## config.mk

```make
export PLATFORM = sky130hd
export DESIGN_NAME = text_mem_arbiter
export DESIGN_NICKNAME = d
export VERILOG_FILES = /design/src/rtl/text_pkg.sv /design/src/rtl/text_clear_seq.sv /design/src/rtl/text_mem_arbiter.sv
export SDC_FILE = /design/constraint.sdc
export NUM_CORES = 1
export LEC_CHECK = 0
export ABC_AREA = 0
export BUFFER_PORTS_ARGS = -buffer_cell sky130_fd_sc_hd__clkbuf_2
export CAP_MARGIN = 20
export CORE_AREA = 2 2 73 75
export DETAILED_ROUTE_END_ITERATION = 10
export DIE_AREA = 0 0 75 77
export GPL_TIMING_DRIVEN = 0
export SLEW_MARGIN = 20
export SYNTH_ARGS = -nofsm -noshare
export SYNTH_HDL_FRONTEND = slang
export SYNTH_HIERARCHICAL = 1
export SYNTH_SLANG_ARGS = --single-unit
```

## constraint.sdc

```tcl
create_clock -name clk -period 3.95 [get_ports clk]
set_input_delay 0.79 -clock clk [delete_from_list [all_inputs] [get_ports clk]]
set_output_delay 0.79 -clock clk [all_outputs]
set_load 0.01 [all_outputs]
```

## src/rtl/text_pkg.sv

```systemverilog
// Shared constants and state type for the 40x30 text-mode display RAM arbiter.
package text_pkg;
   localparam int COLS   = 40;
   localparam int ROWS   = 30;
   localparam int CELLS  = COLS * ROWS;
   localparam int ADDR_W = 12;
   localparam int DATA_W = 8;
   localparam logic [DATA_W-1:0] FILL_CHAR = 8'h20;

   typedef enum logic [1:0] {
      IDLE,
      CPU_RD,
      CLEAR
   } state_e;
endpackage

```

## src/rtl/text_clear_seq.sv

```systemverilog
// Clear-screen fill counter: walks addresses 0..CELLS-1, one step per advance.
module text_clear_seq
   import text_pkg::*;
(
   input  logic              clk,
   input  logic              clr,
   input  logic              start,
   input  logic              advance,
   output logic [ADDR_W-1:0] addr,
   output logic              last,
   output logic              busy
);

   logic [ADDR_W-1:0] cnt_q, cnt_d;
   logic              busy_q, busy_d;

   always_comb begin
      cnt_d  = cnt_q;
      busy_d = busy_q;
      if (start) begin
         cnt_d  = '0;
         busy_d = 1'b1;
      end else if (busy_q && advance) begin
         if (last) begin
            cnt_d  = '0;
            busy_d = 1'b0;
         end else begin
            cnt_d = cnt_q + 1'b1;
         end
      end
   end

   always_ff @(posedge clk) begin
      if (clr) begin
         cnt_q  <= '0;
         busy_q <= 1'b0;
      end else begin
         cnt_q  <= cnt_d;
         busy_q <= busy_d;
      end
   end

   assign addr = cnt_q;
   assign last = (cnt_q == ADDR_W'(CELLS - 1));
   assign busy = busy_q;

endmodule

```

## src/rtl/text_mem_arbiter.sv

```systemverilog
// Display RAM arbiter: renderer > clear fill > CPU on one single-port RAM.
// Optional build macro TEXT_ARB_STALL_CNT_EN adds the stall_cnt output.
module text_mem_arbiter
   import text_pkg::*;
(
   input  logic              clk,
   input  logic              clr,
   input  logic              vid_req,
   input  logic [ADDR_W-1:0] vid_addr,
   output logic [DATA_W-1:0] vid_data,
   output logic              vid_valid,
   input  logic              cpu_req,
   input  logic              cpu_we,
   input  logic [ADDR_W-1:0] cpu_addr,
   input  logic [DATA_W-1:0] cpu_wdata,
   output logic              cpu_ack,
   output logic [DATA_W-1:0] cpu_rdata,
   input  logic              clr_scr,
   output logic              clr_busy,
   output logic              mem_en,
   output logic              mem_we,
   output logic [ADDR_W-1:0] mem_addr,
   output logic [DATA_W-1:0] mem_wdata,
   input  logic [DATA_W-1:0] mem_rdata
`ifdef TEXT_ARB_STALL_CNT_EN
   ,
   output logic [15:0]       stall_cnt
`endif
);

   state_e            state_q, state_d;
   logic              vid_valid_q;
   logic              cpu_ack_q, cpu_ack_d;
   logic [DATA_W-1:0] cpu_rdata_q, cpu_rdata_d;
   logic              pend_q, pend_d;
   logic              rd_oor_q, rd_oor_d;
   logic              cpu_grant;
   logic              cpu_oor;
   logic              fill_start, fill_adv, fill_last, fill_busy;
   logic [ADDR_W-1:0] fill_addr;

   assign cpu_oor = (cpu_addr >= ADDR_W'(CELLS));

   text_clear_seq u_clear_seq (
      .clk     (clk),
      .clr     (clr),
      .start   (fill_start),
      .advance (fill_adv),
      .addr    (fill_addr),
      .last    (fill_last),
      .busy    (fill_busy)
   );

   // The renderer overrides whatever the state machine picked; reset blanks the port.
   always_comb begin
      state_d     = state_q;
      cpu_ack_d   = 1'b0;
      cpu_rdata_d = cpu_rdata_q;
      pend_d      = pend_q;
      rd_oor_d    = rd_oor_q;
      cpu_grant   = 1'b0;
      fill_start  = 1'b0;
      fill_adv    = 1'b0;
      mem_en      = 1'b0;
      mem_we      = 1'b0;
      mem_addr    = '0;
      mem_wdata   = '0;

      if (clr_scr && !pend_q && (state_q != CLEAR)) begin
         pend_d = 1'b1;
      end

      case (state_q)
         IDLE: begin
            if (pend_q) begin
               fill_start = 1'b1;
               pend_d     = 1'b0;
               state_d    = CLEAR;
            end else if (cpu_req && !cpu_ack_q && !vid_req) begin
               cpu_grant = 1'b1;
               if (cpu_we) begin
                  cpu_ack_d = 1'b1;
                  if (!cpu_oor) begin
                     mem_en    = 1'b1;
                     mem_we    = 1'b1;
                     mem_addr  = cpu_addr;
                     mem_wdata = cpu_wdata;
                  end
               end else begin
                  rd_oor_d = cpu_oor;
                  state_d  = CPU_RD;
                  if (!cpu_oor) begin
                     mem_en   = 1'b1;
                     mem_addr = cpu_addr;
                  end
               end
            end
         end
         CPU_RD: begin
            cpu_ack_d   = 1'b1;
            cpu_rdata_d = rd_oor_q ? '0 : mem_rdata;
            state_d     = IDLE;
         end
         CLEAR: begin
            if (!vid_req) begin
               fill_adv  = 1'b1;
               mem_en    = 1'b1;
               mem_we    = 1'b1;
               mem_addr  = fill_addr;
               mem_wdata = FILL_CHAR;
               if (fill_last) begin
                  state_d = IDLE;
               end
            end
         end
         default: state_d = IDLE;
      endcase

      if (vid_req) begin
         mem_en    = 1'b1;
         mem_we    = 1'b0;
         mem_addr  = vid_addr;
         mem_wdata = '0;
      end

      if (clr) begin
         mem_en    = 1'b0;
         mem_we    = 1'b0;
         mem_addr  = '0;
         mem_wdata = '0;
      end
   end

   always_ff @(posedge clk) begin
      if (clr) begin
         state_q     <= IDLE;
         vid_valid_q <= 1'b0;
         cpu_ack_q   <= 1'b0;
         cpu_rdata_q <= '0;
         pend_q      <= 1'b0;
         rd_oor_q    <= 1'b0;
      end else begin
         state_q     <= state_d;
         vid_valid_q <= vid_req;
         cpu_ack_q   <= cpu_ack_d;
         cpu_rdata_q <= cpu_rdata_d;
         pend_q      <= pend_d;
         rd_oor_q    <= rd_oor_d;
      end
   end

`ifdef TEXT_ARB_STALL_CNT_EN
   logic [15:0] stall_q;

   always_ff @(posedge clk) begin
      if (clr) begin
         stall_q <= '0;
      end else if (cpu_req && !cpu_grant && !cpu_ack_q && (stall_q != 16'hFFFF)) begin
         stall_q <= stall_q + 16'd1;
      end
   end

   assign stall_cnt = stall_q;
`endif

   assign vid_data  = mem_rdata;
   assign vid_valid = vid_valid_q;
   assign cpu_ack   = cpu_ack_q;
   assign cpu_rdata = cpu_rdata_q;
   assign clr_busy  = pend_q | fill_busy;

endmodule

```

==> results of run 1 <==
## worst register-to-register path, delay by kind of cell, from the launching register on
kind | cells | cell delay (ns)
AND/OR/NAND/NOR | 4 | 1.11
buffers and inverters | 3 | 0.73
flip-flops | 1 | 0.34
XOR/XNOR | 1 | 0.18
## flip-flops by register name, indices dropped and copies added (netlist names)
signal and flops:
u_clear_seq/busy 1, state_q 2, cpu_rdata 8, rd_oor_q 1, u_clear_seq/addr 12, pend_q 1
cpu_ack 1, vid_valid 1
## worst max-delay path by stage
| stage | start | slack [ns] | to |
|---|---|---|---|
| 2_1_floorplan | vid_req | 1.26 | mem_addr[10] |
| 3_3_place_gp | vid_req | 0.86 | mem_addr[5] |
| 3_5_place_dp | vid_req | 0.88 | mem_addr[4] |
| 4_1_cts | vid_req | 0.88 | mem_addr[4] |
| 5_1_grt | vid_req | 0.73 | mem_addr[4] |
| 6_report | vid_req | 0.89 | mem_addr[6] |
## synth_stat cells, drive strengths merged (2+ instances only)
cell type,count,share of area
a22oi,12,0.053
o21ai,4,0.012
nand3b,9,0.040
nor2b,2,0.0074
nor2,18,0.041
and3,4,0.021
a21oi,10,0.030
nand3,9,0.030
nand4,4,0.019
nor3,12,0.036
dfxtp,27,0.32
buf,15,0.065
xnor2,6,0.031
nor4b,2,0.019
xor2,6,0.031
clkbuf,8,0.019
a211oi,2,0.0089
o32ai,11,0.057
inv,23,0.051
nand2,15,0.033
## through the flow
stage | cell area, um^2 | instances | worst slack (ns)
3_5_place_dp | 2200 | 369 | 0.877
5_1_grt | 2250 | 373 | 0.735
4_1_cts | 2250 | 373 | 0.879
2_1_floorplan | 1690 | 214 | 1.26
3_3_place_gp | 2200 | 369 | 0.858
6_report | 2250 | 373 | 0.890
## power by group
part	total, mW	switching (mW)	internal, mW
Combinational	0.143	0.0774	0.0661
Sequential	0.287	0.00750	0.280
Clock	0.161	0.0898	0.0716
## cells in the final DEF (no fill, tap or decap), drive strengths merged, types with 2 or more instances in the layout
cell type | Yosys | final
inv | 23 | 23
nor2 | 18 | 18
nand4 | 4 | 4
o32ai | 11 | 11
nand3b | 9 | 9
a211oi | 2 | 2
a21oi | 10 | 10
o21ai | 4 | 4
clkbuf | 8 | 96
nor4b | 2 | 2
dfxtp | 27 | 27
a22oi | 12 | 12
and3 | 4 | 4
xnor2 | 6 | 6
xor2 | 6 | 6
nand3 | 9 | 9
nor2b | 2 | 2
nor3 | 12 | 12
buf | 15 | 15
nand2 | 15 | 15
## cell families after synthesis
group / Yosys count / synth area share
buffers and inverters: 46 / 0.135
xor gates and xnor gates: 12 / 0.0622
adders and majority gates: 1 / 0.00740
and+or+nand+nor: 82 / 0.278
DFF: 27 / 0.320
AOI/OAI and AO/OA: 46 / 0.197
## cell type report
class,instances,area [um^2],share of cell area
inverters,23,86.3,0.0383
clock buffers,3,41.3,0.0183
plain buffers,23,143,0.0633
repair buffers,85,425,0.189
flip-flops and latches,27,541,0.240
clock inverters,1,7.51,0.00333
well taps,70,87.6,0.0389
multi-input cells,141,921,0.409
## per-layer routing
metal | GRT usage | wire length [um] | vias to the layer above
met1 | 0.207 | 2150 | 804
li1 | - | - | 929
met4 | 0.0214 | 17 | 0
met3 | 0.0302 | 282 | 2
met5 | 0 | 0 | -
met2 | 0.274 | 2240 | 60
==> results by group, run 1 <==
Setup path
  – CP Cell Sequence: buf_2 > nor3b_1 > buf_2 > a22oi_1 > o32ai_1 > clkbuf_2
  – Required @ worst endpoint: 3.16 ns
  – Worst-path maximum fanout: 10
  – R2R cell count: 8
  – R2R Path Start: state_q[1]$_SDFFE_PP0P_
  – CP Class: input port to output pin
  – R2R Setup Slk: 1.49 ns
  – Slowest stage delay, CP: 0.49 ns
  – Stages on the worst setup path: 6
  – Worst EP arrival: 2.27 ns
  – Critical path startpoint category: input port
  – Endpoint class of the critical path: output pin
  – CP delay by family, top: buffers and inverters
  – Reg2reg end: u_clear_seq/addr[11]$_SDFFE_PP0P_
  – Buf/Inv on CP: 3
  – Most frequent CP cell: buf_2
  – Slowest stage cell, crit path: nor3b_1

Synth
  – Yosys reg bits: 27
  – Post-Syn Area: 0.00169 mm^2
  – Synth Warn #: 6
  – Sequential fraction of the synthesis area: 0.320
  – Gate count of the mapped netlist: 214
  – Number of synthesized flops with an enable pin: 0
  – Async set-reset flop share out of synthesis: 0
  – Syn Area/Cell: 7.90 um^2
  – Post-Syn Nets: 261
  – Yosys cell types: 44
  – Synth Flop Type: dfxtp_1

Place
  – GPL Wtd Cong: 0.805
  – Port Buffers: 85
  – Post-DP HPWL: 3680 um

Worst hold path
  – Hold Crit Class: flip-flop to flip-flop
  – Hold Path Cell Cnt: 2
  – HP Start: cpu_rdata[2]$_SDFFE_PP0N_
  – Hold worst-path end: cpu_rdata[2]$_SDFFE_PP0N_

Die
  – Die Y: 77 um
  – Total Die Area: 0.00578 mm^2
  – Core ar.: 0.00498 mm^2
  – Initial Utilization: 0.340
  – # rows: 26
  – IO Pins: 87
  – Die Wd: 75 um

Timing
  – Fin crit period: 3.06 ns
  – Max Slew Vio Count: 0
  – Fmax: 0.327 GHz
  – Setup TNS: 0 ns
  – Final period utilization: 0.775
  – Final hold slack: 0.453 ns
  – Fin Clk Skew: 0.00319 ns
  – RSZ-0062 raised after global routing: no
  – Slew @ Worst Pin: 0.622 ns
  – Setup violators final: 0
  – Count of final hold-check violations: 0
  – Slew HR: 0.578

Clock network
  – # Post-CTS Setup Buffers: 0
  – H-tree level count: 1
  – Worst skew pair latency: 0.27 ns
  – CTS tree: built
  – Post-cts sizing count: 0
  – CTS Buf Count: 3
  – Clk slew on worst S/H paths: 0.10 ns
  – Clk root buf: clkbuf_8
  – CTS Hold Bufs: 0
  – Clock Sinks: 27
  – CTS max path bufs: 2

Routing
  – Drt total wl: 4690 um
  – DRC violations left: 0
  – DRT iter0 DRCs: 81
  – Via count: 1795
  – Drt pass-1 iters: 4
  – Routed Antenna Nets: 0
  – Average vias per placed instance: 4.81
  – Routed length per placed instance: 12.6 um

Global route
  – Gr ovfl total: 0
  – Vias in the first global route: 1645
  – Total track usage: 0.159
  – Initial antenna violation count: 0
  – Largest net degree at the start of global routing: 17
  – First-pass GRT wire length: 7380 um

Finish
  – Area grow syn2layout: 33.2%
  – N_diodes: 0
  – Layout cell share with drive strength beyond 1: 0.389
  – Final Util: 0.452
  – Fill cells: 540
  – # nets final: 351

Power and ir drop
  – Pwr dens: 263 mW/mm^2
  – Power, Total: 0.592 mW
  – Leakage power: 1.03 nW
  – Worst IR drop on VDD: 0.000156 V

Flow run
  – Max cap viols: 0

Status
  – Outcome: finished clean
Note: power is estimated with default switching activity, not from simulation.
==> run 2: changes to the inputs <==
- ABC_AREA: 0 -> 1
- CORE_AREA: 2 2 73 75 -> 2 2 75 77
- DIE_AREA: 0 0 75 77 -> 0 0 77 79
- clock period: 3.95 -> 2.8 ns (I/O delays scaled with it)
==> run 2 against run 1 <==
  * Global-route usage up 0.81 points
  * Critical path depth up 1
  * Clock-buffer cell count stayed put
  * Sequential share of layout area shrank 1.3 points
  * Sequential cell count did not move
  * Critical path type unchanged
  * Combinational power is 36% higher
  * Clock skew grew 0.0026 ns
  * Register-to-register slack lost 0.41 ns
==> results by group, run 2 <==
Status
  – Outcome: finished clean

Setup path
  – Worst EP arrival: 1.72 ns
  – Required @ worst endpoint: 2.24 ns
  – CP Class: input port to output pin
  – Reg2reg end: u_clear_seq/addr[7]$_SDFFE_PP0P_
  – R2R Path Start: state_q[1]$_SDFFE_PP0P_
  – Endpoint class of the critical path: output pin
  – Critical path startpoint category: input port
  – R2R Setup Slk: 1.08 ns
  – R2R cell count: 9
  – Worst-path maximum fanout: 10

Synth
  – Post-Syn Area: 0.00181 mm^2
  – Post-Synth Adder-Cell Area: 0.00693
  – Xor and xnor area share after synthesis: 0.0291
  – Gate count of the mapped netlist: 284
  – Most frequent cell after synthesis: nand2_1
  – Top cell type's share of synthesized area: 0.299
  – Yosys reg bits: 27
  – Yosys top cell by area: dfxtp_1
  – Synth Warn #: 6
  – Commonest cells post-synth: 96 x nand2_1, 33 x nor2_1, 27 x dfxtp_1
  – Syn Area/Cell: 6.36 um^2
  – Dominant cells by area after synthesis: dfxtp_1 30%, nand2_1 20%, nor2_1 6.9%
  – Synth Flop Type: dfxtp_1
  – Post-synthesis compound-gate area fraction: 0.0755
  – Fraction of synthesized area in multiplexers: 0
  – Post-Syn Nets: 331
  – Async set-reset flop share out of synthesis: 0
  – Number of synthesized flops with an enable pin: 0
  – Synth Area in Simple Gates: 0.476
  – Sequential fraction of the synthesis area: 0.299
  – Yosys cell types: 33
  – Largest family of logic cells by synthesized area: simple AND/OR/NAND/NOR gates

Finish
  – Layout cell share with drive strength beyond 1: 0.345
  – Commonest non-fill, non-tap cell in the layout: nand2_1
  – N_diodes: 0
  – Fill cells: 584
  – Most frequent cells in the layout: 96 x nand2_1, 86 x clkbuf_2, 33 x nor2_1
  – Area grow syn2layout: 31.5%
  – Max reg flops: 12
  – # nets final: 422

Power and ir drop
  – Worst IR drop on VDD: 0.000169 V
  – Pwr dens: 347 mW/mm^2
  – Leakage power: 1.20 nW
  – Power, Total: 0.825 mW

Routing
  – Drt total wl: 4960 um
  – Average vias per placed instance: 4.48
  – DRC violations left: 0
  – Routed length per placed instance: 11.1 um
  – Routed Antenna Nets: 0
  – Via count: 1998
  – Drt pass-1 iters: 4
  – DRT iter0 DRCs: 77

Clock network
  – Clk slew on worst S/H paths: 0.10 ns
  – Clock Sinks: 27
  – Clk root buf: clkbuf_8
  – CTS Buf Count: 3
  – Worst skew pair latency: 0.28 ns
  – CTS Hold Bufs: 0
  – Post-cts sizing count: 0
  – CTS tree: built
  – CTS max path bufs: 2
  – H-tree level count: 1
  – # Post-CTS Setup Buffers: 0

Global route
  – Vias in the first global route: 1867
  – Total track usage: 0.167
  – Largest net degree at the start of global routing: 17
  – Gr ovfl total: 0
  – First-pass GRT wire length: 8380 um
  – Initial antenna violation count: 0

Die
  – Total Die Area: 0.00608 mm^2
  – Initial Utilization: 0.338
  – # rows: 27
  – Die Y: 79 um
  – IO Pins: 87
  – Core ar.: 0.00534 mm^2
  – Die Wd: 77 um

Timing
  – Worst Slack Setup Final: 0.524 ns
  – Count of final hold-check violations: 0
  – Max Slew Vio Count: 0
  – Fin Clk Skew: 0.00578 ns
  – Slew HR: 0.646
  – Fmax: 0.439 GHz
  – Setup TNS: 0 ns
  – Final period utilization: 0.813
  – Slew @ Worst Pin: 0.529 ns
  – Setup violators final: 0
  – Fin crit period: 2.28 ns
  – RSZ-0062 raised after global routing: no

Worst hold path
  – Hold worst-path end: u_clear_seq/busy$_SDFFE_PP0P_
  – Hold Path Cell Cnt: 2
  – HP Start: clr
  – Hold Crit Class: input port to flip-flop

Place
  – Post-DP HPWL: 3950 um
  – Pre-CTS WS: 0.513 ns
  – GPL Wtd Cong: 0.840
  – Port Buffers: 86

Flow run
  – Max cap viols: 0
run 2: final cells by class:
class / count / area, um^2 / share of cell area
Timing Repair Buffer: 86 / 430 / 0.181
Clock inverter: 1 / 7.51 / 0.00316
Multi-Input combinational cell: 215 / 1060 / 0.447
Sequential cell: 27 / 541 / 0.227
Buffer: 16 / 106 / 0.0448
Clock buffer: 3 / 41.3 / 0.0174
Tap cell: 72 / 90.1 / 0.0379
Inverter: 26 / 97.6 / 0.0411
run 2: routing by layer:
metal | up-vias | share of wire | global-route usage
met5 | - | 0 | 0
met4 | 0 | 0.0089 | 0.0536
met1 | 859 | 0.48 | 0.229
met3 | 4 | 0.050 | 0.0227
li1 | 1079 | - | -
met2 | 56 | 0.46 | 0.273
run 2: kinds of logic (layout without fill, tap and decap cells):
logic type	count (synthesis)	after routing
adders and majority gates	1	1
xor gates and xnor gates	6	6
and+or+nand+nor	185	185
buffers and inverters	42	132
AOI/OAI and AO/OA	23	23
DFF	27	27
run 2: worst max-delay path by stage:
stage                      from           to  slack [ns]  cells past startpoint
floorplan           cpu_addr[8]  mem_addr[5]        0.88                      8
global placement            clr  mem_addr[1]        0.51                      7
detailed placement          clr  mem_addr[1]        0.51                      7
CTS                         clr  mem_addr[1]        0.51                      7
global route                clr  mem_addr[8]        0.35                      7
finish                      clr  mem_addr[1]        0.52                      7
run 2: worst max-delay path, cell delays in order:
cell and delay, ns:
clkbuf_2 0.10, clkbuf_1 0.20, nor3_1 0.36, buf_4 0.24, nand2_1 0.07, nand2_1 0.06, clkbuf_2 0.12
run 2: stage by stage:
stage | hold slack [ns] | util | std cells | instance area [um^2]
global placement | 0.452 | 0.436 | 442 | 2330
CTS | 0.458 | 0.445 | 446 | 2380
detailed placement | 0.454 | 0.436 | 442 | 2330
global route | 0.476 | 0.445 | 446 | 2380
floorplan | 0.455 | - | 284 | 1810
finish | 0.461 | 0.445 | 446 | 2380
run 2: power by group:
group	switching, mW	leakage, nW	internal (mW)
Sequential	0.00899	0.219	0.394
Clock	0.126	0.0217	0.101
Combinational	0.114	0.958	0.0806
